`config.mk`:
```
export PLATFORM = sky130hd
export DESIGN_NAME = bcd_updown_counter
export DESIGN_NICKNAME = d
export VERILOG_FILES = /design/src/rtl/bcd_pkg.sv /design/src/rtl/bcd_digit_cell.sv /design/src/rtl/bcd_updown_counter.sv
export SDC_FILE = /design/constraint.sdc
export NUM_CORES = 1
export LEC_CHECK = 0
export CAP_MARGIN = 20
export CORE_MARGIN = 4
export CORE_UTILIZATION = 35
export DETAILED_ROUTE_END_ITERATION = 16
export GPL_TIMING_DRIVEN = 0
export HOLD_SLACK_MARGIN = 0.02
export PLACE_DENSITY = 0.66
export SLEW_MARGIN = 5
export SYNTH_ARGS = -nofsm -noshare
export SYNTH_HDL_FRONTEND = slang
export SYNTH_SLANG_ARGS = --single-unit
```
`constraint.sdc`:
```
create_clock -name clk -period 4.4 [get_ports clk]
set_input_delay 0.88 -clock clk [delete_from_list [all_inputs] [get_ports clk]]
set_output_delay 0.88 -clock clk [all_outputs]
set_load 0.01 [all_outputs]
```
`src/rtl/bcd_pkg.sv`:
```
// Shared BCD types and helpers for the multi-digit up/down counter.
//   bcd_digit_t  : one packed BCD digit
//   BCD_MAX      : largest legal digit value
//   bcd_sanitise : maps an illegal digit (>9) to 0
package bcd_pkg;

    typedef logic [3:0] bcd_digit_t;

    localparam bcd_digit_t BCD_MAX = 4'd9;

    function automatic bcd_digit_t bcd_sanitise(input bcd_digit_t d);
        return (d > BCD_MAX) ? bcd_digit_t'(0) : d;
    endfunction

endpackage

```
`src/rtl/bcd_digit_cell.sv`:
```
// One BCD digit of the up/down counter.
// Ports:
//   clk        : system clock, rising edge
//   sync_clr_n : synchronous active-low clear
//   load       : store load_digit (sanitised) this edge
//   load_digit : digit value to load
//   step_en    : advance this digit by one (carry/borrow from lower digits)
//   up_down    : 1 = increment, 0 = decrement
//   hold       : suppress stepping (saturate at global terminal count)
//   digit      : registered digit value
//   at_limit   : digit is 9 when counting up, 0 when counting down
module bcd_digit_cell
    import bcd_pkg::*;
(
    input  logic       clk,
    input  logic       sync_clr_n,
    input  logic       load,
    input  logic [3:0] load_digit,
    input  logic       step_en,
    input  logic       up_down,
    input  logic       hold,
    output logic [3:0] digit,
    output logic       at_limit
);

    bcd_digit_t digit_q;
    bcd_digit_t digit_d;

    always_comb begin
        digit_d = digit_q;
        if (load) begin
            digit_d = bcd_sanitise(load_digit);
        end else if (step_en && !hold) begin
            if (up_down) begin
                digit_d = (digit_q == BCD_MAX) ? bcd_digit_t'(0) : digit_q + 4'd1;
            end else begin
                digit_d = (digit_q == 4'd0) ? BCD_MAX : digit_q - 4'd1;
            end
        end
    end

    always_ff @(posedge clk) begin
        if (!sync_clr_n) begin
            digit_q <= '0;
        end else begin
            digit_q <= digit_d;
        end
    end

    assign digit    = digit_q;
    assign at_limit = up_down ? (digit_q == BCD_MAX) : (digit_q == 4'd0);

endmodule

```
`src/rtl/bcd_updown_counter.sv`:
```
// Parametrised multi-digit BCD up/down counter with parallel load and
// wrap/saturate behaviour at terminal count.
// Ports:
//   clk          : system clock, rising edge
//   sync_clr_n   : synchronous active-low reset
//   count_enable : advance count by one this cycle
//   up_down      : 1 = count up, 0 = count down
//   load         : parallel load of load_value (priority over count_enable)
//   load_value   : packed BCD digits, [3:0] = digit 0
//   digits       : registered packed BCD count, [3:0] = digit 0
//   roll_over    : combinational lookahead terminal-count flag, for cascading
//   load_err     : one-cycle pulse after a load containing a digit > 9
module bcd_updown_counter
    import bcd_pkg::*;
#(
    parameter int NUM_DIGITS = 4,
    parameter int WRAP_MODE  = 1
) (
    input  logic                    clk,
    input  logic                    sync_clr_n,
    input  logic                    count_enable,
    input  logic                    up_down,
    input  logic                    load,
    input  logic [4*NUM_DIGITS-1:0] load_value,
    output logic [4*NUM_DIGITS-1:0] digits,
    output logic                    roll_over,
    output logic                    load_err
);

    logic [NUM_DIGITS-1:0] at_limit;
    logic [NUM_DIGITS-1:0] step_en;
    logic                  all_limit;
    logic                  hold;
    logic                  any_bad;
    logic                  load_err_q;
    logic                  load_err_d;

    // Digit k steps only when every lower digit is at its limit
    // (ripple carry when counting up, ripple borrow when counting down).
    always_comb begin
        step_en[0] = count_enable;
        for (int unsigned i = 1; i < NUM_DIGITS; i++) begin
            step_en[i] = step_en[i-1] & at_limit[i-1];
        end
    end

    assign all_limit = &at_limit;

    // Saturating counters freeze every digit at the global terminal count.
    assign hold = (WRAP_MODE == 0) && all_limit;

    genvar g;
    generate
        for (g = 0; g < NUM_DIGITS; g++) begin : g_digit
            bcd_digit_cell u_cell (
                .clk        (clk),
                .sync_clr_n (sync_clr_n),
                .load       (load),
                .load_digit (load_value[4*g +: 4]),
                .step_en    (step_en[g]),
                .up_down    (up_down),
                .hold       (hold),
                .digit      (digits[4*g +: 4]),
                .at_limit   (at_limit[g])
            );
        end
    endgenerate

    always_comb begin
        any_bad = 1'b0;
        for (int unsigned i = 0; i < NUM_DIGITS; i++) begin
            if (load_value[4*i +: 4] > BCD_MAX) begin
                any_bad = 1'b1;
            end
        end
        load_err_d = load & any_bad;
    end

    always_ff @(posedge clk) begin
        if (!sync_clr_n) begin
            load_err_q <= 1'b0;
        end else begin
            load_err_q <= load_err_d;
        end
    end

    assign load_err = load_err_q;

    // Masked by reset so a cascaded stage never sees a spurious enable.
    assign roll_over = sync_clr_n & count_enable & ~load & all_limit;

endmodule
```
==> flow_summary.json <==
{
  "status": "finished clean",
  "clock_latency_ps": 260,
  "pwr-share-comb_pct": 34.0,
  "yosysUniqueCellTypes": 51,
  "via_per_inst": 5.650,
  "power.internal_uw": 298.1,
  "tns_ps": 0,
  "setup_slack_ps": 310.8,
  "clk_pin_slew_worst_paths_ps": 70,
  "cap_violations": 0,
  "yosysSeqAreaShare_pct": 22.11,
  "max_freq_mhz": 244.5,
  "tritoncts": "yes",
  "die-height_um": 74.31,
  "required_ps": 3520,
  "dp_hpwl_mm": 3.251,
  "min_period_ps": 4089,
  "fin_area_um2": 2007,
  "slew_headroom_pct": 65.25,
  "power_frac_clock_pct": 27.5,
  "place_area_um2": 1962,
  "syn_nets": 237,
  "initial_core_util_pct": 37.40,
  "cts_buffers": 3,
  "syn_area_um2": 1539,
  "cp_num_buf_inv": 5,
  "hold_viol_final": 0,
  "pre_cts_ws_ps": 356.0,
  "cp_top_family": "buffers and inverters",
  "core-area_um2": 4115,
  "endpoint_kind": "output pin",
  "antenna_found_initial": 0,
  "crit_path_start_kind": "primary input",
  "dr_total_vias": 1729,
  "max-vdd-ir-drop_uv": 116.9,
  "drt_wl_total_mm": 4.426,
  "gp_congestion": 0.8514,
  "drive_above_1_share_pct": 7.813,
  "firstDrtPassIters": 4,
  "cp_max_fo": 10,
  "finalCritPeriodShare_pct": 92.94,
  "switching_share_pct": 32.55,
  "rsz0062_at_grt": "false",
  "clock_path_buffers": 2,
  "worstMarginPinSlew_ps": 521.3,
  "path_cells": "clkdlybuf4s50_1 -> buf_2 -> buf_2 -> buf_2 -> and3_1 -> o21ai_0 -> nor2_1 -> clkdlybuf4s50_1",
  "grt_pass1_vias": 1502,
  "post_drt_wl_per_cell_um": 14.46,
  "yosys_warnings": 0,
  "crit_top_cell": "buf_2",
  "place_inst": 302,
  "rows": 23,
  "synth-seq-cells": 17,
  "multi_input_area_um2": 1054,
  "layout_common_cells": "clkdlybuf4s50_1, o21ai_0, nor2_1, dfxtp_1",
  "maxSlewViolCount": 0,
  "powerDensity_nw_per_um2": 220.2,
  "avgSynthCellArea_um2": 7.125,
  "static-leakage-power_uw": 0.0007193,
  "setup_violations": 0,
  "synthToLayoutAreaGrowth_pct": 30.41,
  "stdcell_count": 306,
  "hold_buffers": 0,
  "synthCells": 216,
  "slowest_stage": "clkdlybuf4s50_1",
  "cts.repair.resized": 0,
  "clock_skew_ps": 3.933,
  "portBuffers": 36,
  "grt_max_degree": 11,
  "root_buffer": "clkbuf_8",
  "p_seq_share_pct": 38.5,
  "drt.antenna.violating_nets": 0,
  "drt-initial-drc-count": 165,
  "synth_edf_count": 0,
  "holdWs_ps": 639.7,
  "post-cts-setup-buffer-count": 0,
  "grt_pass1_wl_mm": 7.231,
  "arrival_ps": 3210,
  "route.detailed.drc": 0,
  "grt_usage_pct": 16.87,
  "async_flop_share_pct": 0,
  "seqCellArea_um2": 340.3,
  "fin_nets": 278,
  "grt.overflow.total": 0,
  "die_w_um": 74.31,
  "cts_sinks": 17,
  "max_stage_delay_ps": 580,
  "p_switching_uw": 143.8,
  "synth_ff_type": "dfxtp_1",
  "diodes": 0,
  "dieArea_um2": 5522,
  "fill_cells": 426,
  "holdCritPathClass": "flip-flop to flip-flop",
  "cts_max_level": 1,
  "io_pins": 39,
  "crit_type": "primary input to output pin",
  "final_common_cell": "clkdlybuf4s50_1"
}
## final timing paths
| path | startpoint | to | slack, ps | cells past startpoint |
|---|---|---|---|---|
| worst max-delay path | up_down | roll_over | 310 | 8 |
| worst min-delay path | g_digit[0].u_cell.digit[3] | g_digit[0].u_cell.digit[3] | 640 | 3 |
| worst max register to register | g_digit[0].u_cell.digit[2] | g_digit[3].u_cell.digit[2] | 2530 | 7 |
| worst min register to register | g_digit[0].u_cell.digit[3] | g_digit[0].u_cell.digit[3] | 640 | 3 |
## sequential cells by signal, summed over array words and instances (netlist names)
signal,flops
load_err,1
g_digit.u_cell.digit,16
## cells in the mapped netlist, types with 2 or more instances
cell       n  area, um^2
xnor2_1    7       61.31
inv_1      6       22.52
a211oi_1   4       30.03
xor2_1     3       26.28
mux2i_1    3       30.03
o21ai_0   22       110.1
and3_1     7       43.79
dfxtp_1   17       340.3
nor3_1     5       25.02
a31oi_1    3       18.77
o311ai_0   3       26.28
a22o_1     2       17.52
nand3_1   10       50.05
nor4_1     3       18.77
buf_6      2       22.52
nand2_1   15       56.30
buf_2      8       40.04
clkbuf_1  11       41.29
a21oi_1   15       75.07
o221ai_1   3       26.28
a221oi_1   2       17.52
nor3b_1    2       15.01
nor2b_1    3       18.77
nor2_1    20       75.07
nand4b_1   2       17.52
o211ai_1   3       22.52
nand3b_1   3       22.52
buf_4      2       15.01
o21a_1     5       37.54
nand2b_1   4       25.02
## routing by layer
| layer | vias up | share of wire [%] | track usage, % |
|---|---|---|---|
| met3 | 8 | 6.1 | 2.973 |
| met1 | 798 | 49 | 24.92 |
| li1 | 865 | - | - |
| met4 | 0 | 2.0 | 6.324 |
| met2 | 58 | 43 | 24.31 |
| met5 | - | 0 | 0 |
## worst reg2reg max path, cell delays in order (launching register included)
cell      delay (ps)
dfxtp_1          320
clkbuf_1         190
nor3b_1          280
o21a_1           160
buf_4            170
nand3_4          120
o211a_1          240
o31a_1           290
## power groups by stage
stage               registers, uW  clock network, uW  logic [uW]
CTS                           170                128         150
finish                        170                122         150
floorplan                     177                  0        87.8
detailed placement            174                  0         149
global placement              174                  0         148
global route                  172                135         165
## cell type report
type                    count  area share (%)
well taps                  50           3.117
flip-flops and latches     17           16.96
inverters                   7           1.309
clock buffers               4           2.244
multi-input cells         169           52.49
plain buffers              23           5.923
repair buffers             36           17.96
## metrics by stage
stage	util [%]	total power, uW
2_1_floorplan	-	264.5
3_3_place_gp	47.67	321.9
3_5_place_dp	47.67	322.6
4_1_cts	48.77	448.0
5_1_grt	48.77	471.5
6_report	48.77	441.9
## cell families after synthesis
kind of cell,count (synthesis),synth area share [%]
xor+xnor,10,5.691
buf+inv,30,9.430
mux,3,1.951
compound gates,74,32.03
simple gates,82,28.78
flops,17,22.11
(Power assumes the default switching activity.)
